$ cat src/rtl/imem_loader_if.sv
// Stream-in / imem-write bundle for the boot loader.
// slave = loader side, master = stream source and imem/top-level side.
interface imem_loader_if #(
    parameter int XLEN       = 32,
    parameter int ADDR_WIDTH = 8
);
    logic                  start;
    logic                  rx_valid;
    logic [7:0]            rx_data;
    logic                  rx_ready;
    logic                  we;
    logic [ADDR_WIDTH-1:0] waddr;
    logic [XLEN-1:0]       wdata;
    logic                  busy;
    logic                  done;
    logic                  err;
    logic [ADDR_WIDTH:0]   words_written;

    modport slave (
        input  start, rx_valid, rx_data,
        output rx_ready, we, waddr, wdata, busy, done, err, words_written
    );

    modport master (
        output start, rx_valid, rx_data,
        input  rx_ready, we, waddr, wdata, busy, done, err, words_written
    );
endinterface

$ cat src/rtl/imem_loader.sv
// Boot-time instruction memory loader: byte stream (N lo, N hi, N*4 LE bytes) to imem words.
// Optional LOADER_CHECKSUM_EN adds an XOR trailer byte checked in CSUM.
//
// state  | meaning
// IDLE   | out of reset, waiting for start
// HDR0   | expecting N[7:0]
// HDR1   | expecting N[15:8]
// DATA   | receiving payload bytes, writing one word per 4 bytes
// CSUM   | expecting XOR trailer (LOADER_CHECKSUM_EN only)
// DONE   | load finished OK, sticky until start
// ERROR  | load rejected, sticky until start
module imem_loader #(
    parameter int XLEN       = 32,
    parameter int ADDR_WIDTH = 8
) (
    input logic           clk,
    input logic           rst_n,
    imem_loader_if.slave  bus
);

    if (XLEN != 32) begin : g_bad_xlen
        $error("imem_loader: only XLEN=32 is supported");
    end
    if (ADDR_WIDTH < 1 || ADDR_WIDTH > 16) begin : g_bad_aw
        $error("imem_loader: ADDR_WIDTH must be 1..16");
    end

    typedef enum logic [2:0] {
        S_IDLE  = 3'd0,
        S_HDR0  = 3'd1,
        S_HDR1  = 3'd2,
        S_DATA  = 3'd3,
        S_DONE  = 3'd4,
        S_ERROR = 3'd5
`ifdef LOADER_CHECKSUM_EN
        , S_CSUM = 3'd6
`endif
    } state_t;

`ifdef LOADER_CHECKSUM_EN
    localparam state_t S_TAIL = S_CSUM;
`else
    localparam state_t S_TAIL = S_DONE;
`endif

    localparam logic [16:0]           DEPTH17 = 17'(2**ADDR_WIDTH);
    localparam logic [ADDR_WIDTH-1:0] ONE_A   = 1;
    localparam logic [ADDR_WIDTH:0]   ONE_W   = 1;

    state_t                state, state_n;
    logic                  busy_c, done_c, err_c;
    logic                  accept;
    logic                  start_ok;
    logic [7:0]            n_lo;
    logic [15:0]           n_hdr;
    logic [ADDR_WIDTH-1:0] last_idx;
    logic [ADDR_WIDTH-1:0] word_cnt;
    logic [1:0]            byte_cnt;
    logic [23:0]           asm_q;
    logic                  we_q;
    logic [ADDR_WIDTH-1:0] waddr_q;
    logic [XLEN-1:0]       wdata_q;
    logic [ADDR_WIDTH:0]   words_q;
    logic                  last_byte;
`ifdef LOADER_CHECKSUM_EN
    logic [7:0]            csum_q;
`endif

    assign accept    = bus.rx_valid && busy_c;
    assign n_hdr     = {bus.rx_data, n_lo};
    assign start_ok  = bus.start && (state == S_IDLE || state == S_DONE || state == S_ERROR);
    assign last_byte = (byte_cnt == 2'd3);

    always_ff @(posedge clk) begin
        if (!rst_n) begin
            state <= S_IDLE;
        end else begin
            state <= state_n;
        end
    end

    always_comb begin
        state_n = state;
        case (state)
            S_IDLE: begin
                if (bus.start) state_n = S_HDR0;
            end
            S_HDR0: begin
                if (accept) state_n = S_HDR1;
            end
            S_HDR1: begin
                if (accept) begin
                    if ({1'b0, n_hdr} > DEPTH17) begin
                        state_n = S_ERROR;
                    end else if (n_hdr == 16'd0) begin
                        state_n = S_TAIL;
                    end else begin
                        state_n = S_DATA;
                    end
                end
            end
            S_DATA: begin
                if (accept && last_byte && word_cnt == last_idx) state_n = S_TAIL;
            end
`ifdef LOADER_CHECKSUM_EN
            S_CSUM: begin
                if (accept) state_n = (bus.rx_data == csum_q) ? S_DONE : S_ERROR;
            end
`endif
            S_DONE, S_ERROR: begin
                if (bus.start) state_n = S_HDR0;
            end
            default: state_n = S_IDLE;
        endcase
    end

    always_comb begin
        busy_c = 1'b0;
        done_c = 1'b0;
        err_c  = 1'b0;
        case (state)
            S_HDR0, S_HDR1, S_DATA: busy_c = 1'b1;
`ifdef LOADER_CHECKSUM_EN
            S_CSUM:                 busy_c = 1'b1;
`endif
            S_DONE:                 done_c = 1'b1;
            S_ERROR:                err_c  = 1'b1;
            default: ;
        endcase
    end

    // Bytes 0..2 shift in from the top so byte 0 ends up in the low lane.
    always_ff @(posedge clk) begin
        if (!rst_n) begin
            n_lo     <= '0;
            last_idx <= '0;
            word_cnt <= '0;
            byte_cnt <= '0;
            asm_q    <= '0;
            we_q     <= 1'b0;
            waddr_q  <= '0;
            wdata_q  <= '0;
            words_q  <= '0;
`ifdef LOADER_CHECKSUM_EN
            csum_q   <= '0;
`endif
        end else begin
            we_q <= 1'b0;
            if (start_ok) begin
                word_cnt <= '0;
                byte_cnt <= '0;
                asm_q    <= '0;
                words_q  <= '0;
`ifdef LOADER_CHECKSUM_EN
                csum_q   <= '0;
`endif
            end else if (accept) begin
                case (state)
                    S_HDR0: n_lo <= bus.rx_data;
                    S_HDR1: last_idx <= ADDR_WIDTH'(n_hdr - 16'd1);
                    S_DATA: begin
`ifdef LOADER_CHECKSUM_EN
                        csum_q <= csum_q ^ bus.rx_data;
`endif
                        if (last_byte) begin
                            we_q     <= 1'b1;
                            waddr_q  <= word_cnt;
                            wdata_q  <= XLEN'({bus.rx_data, asm_q});
                            words_q  <= words_q + ONE_W;
                            byte_cnt <= 2'd0;
                            // Hold at N-1 so the address never wraps.
                            if (word_cnt != last_idx) word_cnt <= word_cnt + ONE_A;
                        end else begin
                            asm_q    <= {bus.rx_data, asm_q[23:8]};
                            byte_cnt <= byte_cnt + 2'd1;
                        end
                    end
                    default: ;
                endcase
            end
        end
    end

    assign bus.rx_ready      = busy_c;
    assign bus.busy          = busy_c;
    assign bus.done          = done_c;
    assign bus.err           = err_c;
    assign bus.we            = we_q;
    assign bus.waddr         = waddr_q;
    assign bus.wdata         = wdata_q;
    assign bus.words_written = words_q;

endmodule

$ cat src/flat_wrapper.sv
// flat-port wrapper written by rule: the top's interface ports become plain ports
module imem_loader_flat 
#(
    parameter int XLEN       = 32,
    parameter int ADDR_WIDTH = 8
)
  (clk, rst_n, bus_start, bus_rx_valid, bus_rx_data, bus_rx_ready, bus_we, bus_waddr, bus_wdata, bus_busy, bus_done, bus_err, bus_words_written);
  imem_loader_if #(.XLEN(XLEN), .ADDR_WIDTH(ADDR_WIDTH)) bus_i ();
  input logic clk;
  input logic rst_n;
  input wire logic [$bits(bus_i.start)-1:0] bus_start;
  input wire logic [$bits(bus_i.rx_valid)-1:0] bus_rx_valid;
  input wire logic [$bits(bus_i.rx_data)-1:0] bus_rx_data;
  output wire logic [$bits(bus_i.rx_ready)-1:0] bus_rx_ready;
  output wire logic [$bits(bus_i.we)-1:0] bus_we;
  output wire logic [$bits(bus_i.waddr)-1:0] bus_waddr;
  output wire logic [$bits(bus_i.wdata)-1:0] bus_wdata;
  output wire logic [$bits(bus_i.busy)-1:0] bus_busy;
  output wire logic [$bits(bus_i.done)-1:0] bus_done;
  output wire logic [$bits(bus_i.err)-1:0] bus_err;
  output wire logic [$bits(bus_i.words_written)-1:0] bus_words_written;
  assign bus_i.start = bus_start;
  assign bus_i.rx_valid = bus_rx_valid;
  assign bus_i.rx_data = bus_rx_data;
  assign bus_rx_ready = bus_i.rx_ready;
  assign bus_we = bus_i.we;
  assign bus_waddr = bus_i.waddr;
  assign bus_wdata = bus_i.wdata;
  assign bus_busy = bus_i.busy;
  assign bus_done = bus_i.done;
  assign bus_err = bus_i.err;
  assign bus_words_written = bus_i.words_written;
  imem_loader #(.XLEN(XLEN), .ADDR_WIDTH(ADDR_WIDTH)) u_core (.clk(clk), .rst_n(rst_n), .bus(bus_i));
endmodule
$ cat config.mk
export PLATFORM = sky130hd
export DESIGN_NAME = imem_loader_flat
export DESIGN_NICKNAME = d
export VERILOG_FILES = /design/src/rtl/imem_loader_if.sv /design/src/rtl/imem_loader.sv /design/src/flat_wrapper.sv
export SDC_FILE = /design/constraint.sdc
export NUM_CORES = 1
export LEC_CHECK = 0
export CELL_PAD_IN_SITES_DETAIL_PLACEMENT = 0
export CELL_PAD_IN_SITES_GLOBAL_PLACEMENT = 2
export CORE_MARGIN = 2
export CORE_UTILIZATION = 32
export CTS_CLUSTER_SIZE = 10
export DETAILED_ROUTE_END_ITERATION = 7
export PLACE_DENSITY = 0.83
export SLEW_MARGIN = 20
export SYNTH_ARGS = -nofsm -noshare
export SYNTH_HDL_FRONTEND = slang
export SYNTH_SLANG_ARGS = --single-unit
$ cat constraint.sdc
create_clock -name clk -period 2.27 [get_ports clk]
set_input_delay 0.454 -clock clk [delete_from_list [all_inputs] [get_ports clk]]
set_output_delay 0.454 -clock clk [all_outputs]
set_load 0.01 [all_outputs]
==> metrics.cfg, run 1 <==
[setup_path]
crit_chain=or2_2 > and2_1 > clkdlybuf4s50_1
crit_path_start_kind=register
cp.required_ns=1.82
reg2reg_depth=7
cp_slowest_cell=clkdlybuf4s50_1
worstSetupPathType=register to primary output
timing.rr.end=u_core.state[2]$_SDFFE_PN0P_
crit_arrival_ns=1.73
max_stage_delay_ns=0.47
rr_startpoint=u_core.n_lo[0]$_SDFFE_PN0P_
cp_max_fo=9
rrSetupSlack_ns=0.31
cp-end-kind=primary output

[place]
place_hpwl_mm=7.37
place_congestion=0.785
port_buffers=65
placed_cell_area_um2=5220

[outcome]
status=finished clean

[sta]
fin_crit_ns=2.18
worst-slew-pin-transition_ns=0.445
slew-limit-headroom_pct=70.1
setup_viol=0
hold_viol_final=0
max_clock_freq_mhz=459
finClkSkew_ns=0.00708
tns_ns=0
rsz0062_at_grt=false
maxSlewViolCount=0
timing.final.crit_share_pct=96.0

[clocking]
ctsHoldBuffers=0
cts_buffers=9
cts_setup_buffers=0
htree_levels=3
clk_latency_ns=0.35
clkTransAtPathRegs_ns=0.07
cts_tree=done
cts_root_buf=clkbuf_16
cts_resized=0
clock-sinks=103
cts_buffer_depth=2

[yosys]
syn_area_um2=4320
synth_adder_area_share_pct=1.16
synth_xor_area_share_pct=4.26
synth-compound-area-share_pct=16.3
synth_top_family_by_area=simple AND/OR/NAND/NOR gates
synthDistinctLibCells=45
synth_nets=523
ys_top_cells_by_area=dfxtp_1 (48%), nand2_1 (13%), a21boi_0 (7.0%)
ys_seq_area_share_pct=47.8
synth_top_area_share_pct=47.8
synthMuxAreaShare_pct=2.87
yosys_warnings=0
netlist_top_cells_count=nand2_1 (150), dfxtp_1 (103), a21boi_0 (40)
synthSimpleGateAreaFrac_pct=23.6
synth_edf_count=0
postSynth.asyncResetShare_pct=0
avgSynthCellArea_um2=8.51
synthCells=507
ys.flop_type=dfxtp_1
synth.most_common_cell=nand2_1
yosysTopAreaCell=dfxtp_1
ys_seq_elements=103

[final_layout]
diodes=0
drive_above_1_share_pct=9.34
nNetsFinal=589
fillers=1336
synthToLayoutAreaGrowth_pct=28.6
finalInstanceArea_um2=5550

[global_route]
grt_use_total_pct=15.1
antenna_found_initial=0
grt_max_degree=30
overflow=0
first_global_vias=3368
grt_pass1_wl_mm=17.2

[power_and_ir_drop]
worst_ir_drop_vdd_uv=408
p_per_area_nw_per_um2=785
p_leak_nw=1.98

[drt]
dr.first_iter.drc_count=163
wl_mm=10.4
drc=0
wl_per_cell_um=13.7
ant_nets=0
vias=3543
viasPerCell=4.70
dr.pass1.iters=4

[worst_hold_path]
hold_path_depth=2
worstHoldStart=u_core.asm_q[1]$_SDFFE_PP0P_
hold_path_end=u_core.asm_q[1]$_SDFFE_PP0P_
hp-class=register to register

[die]
start_util_pct=32.7
num_io_pins=66
die_width_um=120
die_area_um2=14400
fp-row-count=42
die-height_um=120
core_area_um2=13200

[flow_run]
drv_cap=0

==> cell families (layout without fill, tap and decap cells) <==
logic type,Yosys count,count (layout)
mux,12,12
fa+ha+maj,4,4
xor+xnor,21,21
compound gates,104,104
buf+inv,40,111
flops,103,103
simple gates,223,223
==> worst max path at each step <==
stage,to,slack (ns),depth (start not counted),start
floorplan,u_core.state[2]$_SDFFE_PN0P_,0.56,7,u_core.n_lo[0]$_SDFFE_PN0P_
global placement,u_core.bus.words_written[8]$_SDFFE_PP0P_,0.12,6,bus_rx_valid
detailed placement,u_core.bus.wdata[21]$_SDFFE_PN0P_,0.07,6,bus_rx_valid
CTS,bus_busy,0.08,3,u_core.state[0]$_SDFFE_PN0P_
global route,bus_err,0.009,3,u_core.state[2]$_SDFFE_PN0P_
finish,bus_rx_ready,0.09,3,u_core.state[0]$_SDFFE_PN0P_
==> critical path: cells and delay by family (launching register included) <==
| family | cells | cell delay (ns) |
|---|---|---|
| buffers and inverters | 1 | 0.47 |
| flip-flops | 1 | 0.39 |
| AND/OR/NAND/NOR | 2 | 0.51 |
==> registers in the layout (all words and copies together), names as in the netlist <==
name                      count
u_core.word_cnt               8
u_core.state                  3
u_core.bus.words_written      9
u_core.n_lo                   8
u_core.bus.waddr              8
u_core.bus.we                 1
u_core.bus.wdata             32
u_core.asm_q                 24
u_core.last_idx               8
u_core.byte_cnt               2
==> where the power goes <==
group          total, mW  switching [mW]  internal, mW
clock               1.71           0.685          1.02
combinational      0.708           0.383         0.325
sequential          1.94          0.0754          1.87
total               4.36            1.14          3.22
==> per-layer routing <==
| metal | vias up | routed length (µm) | global-route usage (%) |
|---|---|---|---|
| met5 | - | 0 | 0 |
| li1 | 1822 | - | - |
| met2 | 79 | 4510 | 22.8 |
| met3 | 5 | 496 | 4.37 |
| met4 | 0 | 86 | 3.97 |
| met1 | 1637 | 5270 | 21.1 |
==> cells in the final DEF, fill, tap and decap left out, types with 2 or more instances in the layout <==
| cell | netlist | layout |
|---|---|---|
| nand2_1 | 150 | 150 |
| dfxtp_1 | 103 | 103 |
| clkdlybuf4s50_1 | 0 | 65 |
| a21boi_0 | 40 | 40 |
| a21oi_1 | 38 | 38 |
| nor2_1 | 22 | 22 |
| buf_4 | 2 | 21 |
| xor2_1 | 12 | 12 |
| nor2b_1 | 10 | 10 |
| mux2i_1 | 9 | 9 |
| xnor2_1 | 9 | 9 |
| clkbuf_16 | 0 | 9 |
| inv_1 | 8 | 8 |
| o21ai_0 | 8 | 8 |
| nand3_1 | 7 | 7 |
| o211a_1 | 6 | 6 |
| nand4_1 | 5 | 5 |
| nand2b_1 | 4 | 4 |
| or3_1 | 4 | 4 |
| ha_1 | 4 | 4 |
| or2_2 | 3 | 3 |
| and3_1 | 3 | 3 |
| mux2_2 | 3 | 3 |
| and2_1 | 2 | 2 |
| nor4_4 | 2 | 2 |
| nor4_1 | 2 | 2 |
| nor3_1 | 2 | 2 |
| a31o_2 | 2 | 2 |
| a31oi_1 | 2 | 2 |
| clkbuf_8 | 0 | 2 |
| clkinvlp_4 | 0 | 2 |
| bufinv_16 | 0 | 2 |
==> metrics by stage <==
stage          power, mW  utilization, %  setup WS (ns)  cells  hold WS [ns]
2_1_floorplan       2.49               -          0.562    507         0.437
3_3_place_gp        2.68            39.6          0.120    738         0.444
3_5_place_dp        2.70            39.6         0.0743    738         0.450
4_1_cts             4.42            42.1         0.0797    754         0.460
5_1_grt             4.57            42.1        0.00852    754         0.474
6_report            4.36            42.1         0.0905    754         0.455
==> final cells by class <==
class                      instances  area [µm²]  area share (%)
multi-input combinational        364        2080            37.4
sequential                       103        2060            37.1
timing repair buffer              87         828            14.9
clock buffer                      11         253            4.55
tap                              176         220            3.97
clock inverter                     5        80.1            1.44
inverter                           8        30.0           0.541
No activity file was read; power rests on OpenSTA's default activity.
==> run 2, diff against run 1 <==
--- a/config.mk
+++ b/config.mk
@@ -9,9 +9,9 @@
 export CELL_PAD_IN_SITES_GLOBAL_PLACEMENT = 2
 export CORE_MARGIN = 2
 export CORE_UTILIZATION = 32
-export CTS_CLUSTER_SIZE = 10
 export DETAILED_ROUTE_END_ITERATION = 7
 export PLACE_DENSITY = 0.83
+export SETUP_SLACK_MARGIN = 0.1
 export SLEW_MARGIN = 20
 export SYNTH_ARGS = -nofsm -noshare
 export SYNTH_HDL_FRONTEND = slang
==> metrics.cfg, run 2 (same netlist as run 1, synthesis figures left out) <==
[drt]
wl_per_cell_um=13.7  ; -0.44%
dr.first_iter.drc_count=167  ; +2.5%
viasPerCell=4.68  ; -0.42%
ant_nets=0  ; unchanged
wl_mm=10.3  ; -0.44%
dr.pass1.iters=4  ; unchanged
vias=3528  ; -0.42%
drc=0  ; unchanged

[final_layout]
drive_above_1_share_pct=10.0  ; +0.69 points
fillers=1331  ; -0.37%
diodes=0  ; unchanged
layout_commonest_cell=nand2_1
synthToLayoutAreaGrowth_pct=29.0
nNetsFinal=589  ; unchanged
largest_reg_flops=32  ; unchanged
final_cell_mix=nand2_1 (150), dfxtp_1 (100), clkdlybuf4s50_1 (62)
finalInstanceArea_um2=5570  ; +0.29%

[worst_hold_path]
hp-class=register to register

[clocking]
cts_buffers=9  ; unchanged
htree_levels=3  ; unchanged
cts_root_buf=clkbuf_16
cts_resized=1  ; +1
clock-sinks=103  ; unchanged
cts_setup_buffers=0  ; unchanged
clk_latency_ns=0.35  ; about the same
ctsHoldBuffers=0  ; unchanged
cts_tree=done
clkTransAtPathRegs_ns=0.06  ; about the same
cts_buffer_depth=2  ; unchanged

[setup_path]
cp.required_ns=1.82  ; about the same
crit_start=u_core.state[1]$_SDFFE_PN0P_
critPathCapture=bus_err
crit_path_start_kind=register
timing.rr.end=u_core.state[2]$_SDFFE_PN0P_
cp-end-kind=primary output
crit_arrival_ns=1.57  ; -0.16 ns
reg2reg_depth=7  ; unchanged
rrSetupSlack_ns=0.48  ; +0.17 ns
cp_max_fo=9  ; unchanged
rr_startpoint=u_core.n_lo[0]$_SDFFE_PN0P_
worstSetupPathType=register to primary output

[sta]
setup_viol=0  ; unchanged
rsz0062_at_grt=false
maxSlewViolCount=0  ; unchanged
fin_crit_ns=2.02  ; -0.157 ns
hold_viol_final=0  ; unchanged
max_clock_freq_mhz=494  ; +7.8%
finClkSkew_ns=0.00719  ; +0.000109 ns
worst-slew-pin-transition_ns=0.442  ; -0.00287 ns
slew-limit-headroom_pct=70.3  ; +0.19 points
timing.final.crit_share_pct=89.1  ; -6.9 points
tns_ns=0  ; unchanged

[global_route]
grt_use_total_pct=15.1  ; +0.023 points
grt_max_degree=30  ; unchanged
first_global_vias=3374  ; +0.18%
overflow=0  ; unchanged
grt_pass1_wl_mm=17.2  ; +0.16%
antenna_found_initial=0  ; unchanged

[die]
num_io_pins=66  ; unchanged
die_width_um=120  ; unchanged
die-height_um=120  ; unchanged
fp-row-count=42  ; unchanged
start_util_pct=32.7  ; unchanged
die_area_um2=14400  ; unchanged
core_area_um2=13200  ; unchanged

[power_and_ir_drop]
p_leak_nw=2.02  ; +2.3%
p_per_area_nw_per_um2=782  ; -0.36%
worst_ir_drop_vdd_uv=409  ; +0.13%

[place]
place_hpwl_mm=7.37  ; unchanged
place_congestion=0.785  ; unchanged
port_buffers=65  ; unchanged
placed_cell_area_um2=5220  ; unchanged

[flow_run]
drv_cap=0  ; unchanged

[outcome]
status=finished clean

==> run 2: cell types whose count changed in the layout (fill, tap and decap cells not counted), sizes merged <==
cell           change
clkdlybuf4s50      -3
dlymetal6s2s       +3
==> run 2: worst min path at each step <==
stage                                   endpoint  cells after the start                          from
finish              u_core.asm_q[1]$_SDFFE_PP0P_                      2  u_core.asm_q[1]$_SDFFE_PP0P_
global route        u_core.asm_q[3]$_SDFFE_PP0P_                      2  u_core.asm_q[3]$_SDFFE_PP0P_
CTS                 u_core.asm_q[3]$_SDFFE_PP0P_                      2  u_core.asm_q[3]$_SDFFE_PP0P_
detailed placement  u_core.asm_q[3]$_SDFFE_PP0P_                      2  u_core.asm_q[3]$_SDFFE_PP0P_
global placement    u_core.asm_q[1]$_SDFFE_PP0P_                      2  u_core.asm_q[1]$_SDFFE_PP0P_
floorplan           u_core.asm_q[0]$_SDFFE_PP0P_                      2  u_core.asm_q[0]$_SDFFE_PP0P_
==> run 2: layout make-up <==
type | count | area, µm² | share of cell area [%]
multi-input combinational | 364 | 2080 | 37.4
sequential | 103 | 2070 | 37.1
timing repair buffer | 87 | 836 | 15.0
clock buffer | 11 | 253 | 4.54
tap | 176 | 220 | 3.96
clock inverter | 5 | 80.1 | 1.44
inverter | 8 | 30.0 | 0.539
==> run 2: per-stage QoR <==
step	setup slack [ns]	util, %	std cells	hold slack, ns	power, mW
2_1_floorplan	0.562	-	507	0.437	2.49
6_report	0.248	42.2	754	0.457	4.36
4_1_cts	0.101	42.1	754	0.460	4.43
5_1_grt	0.161	42.2	754	0.474	4.57
3_5_place_dp	0.0743	39.6	738	0.450	2.70
3_3_place_gp	0.120	39.6	738	0.444	2.68
==> run 2: power breakdown <==
group | switching (mW) | total [mW] | internal, mW
sequential | 0.0745 | 1.95 | 1.87
combinational | 0.381 | 0.702 | 0.321
clock | 0.684 | 1.71 | 1.02
==> run 2: routing by layer <==
layer,wire length [µm],global-route usage [%],vias up
li1,-,-,1821
met1,5290,21.1,1623
met2,4440,22.9,79
met3,497,4.37,5
met4,97,3.97,0
met5,0,0,-
==> run 2: critical path, cell delays in order (launching register included) <==
cell             delay (ns)
dfxtp_2                0.36
nand2b_1               0.22
nor2_1                 0.11
clkdlybuf4s50_1        0.53
==> run 3, diff against run 2 <==
--- a/config.mk
+++ b/config.mk
@@ -12,7 +12,7 @@
 export DETAILED_ROUTE_END_ITERATION = 7
 export PLACE_DENSITY = 0.83
 export SETUP_SLACK_MARGIN = 0.1
-export SLEW_MARGIN = 20
+export SLEW_MARGIN = 25
 export SYNTH_ARGS = -nofsm -noshare
 export SYNTH_HDL_FRONTEND = slang
 export SYNTH_SLANG_ARGS = --single-unit
==> results of run 3 <==
Final layout, timing and power as in run 2 (identical DEF).
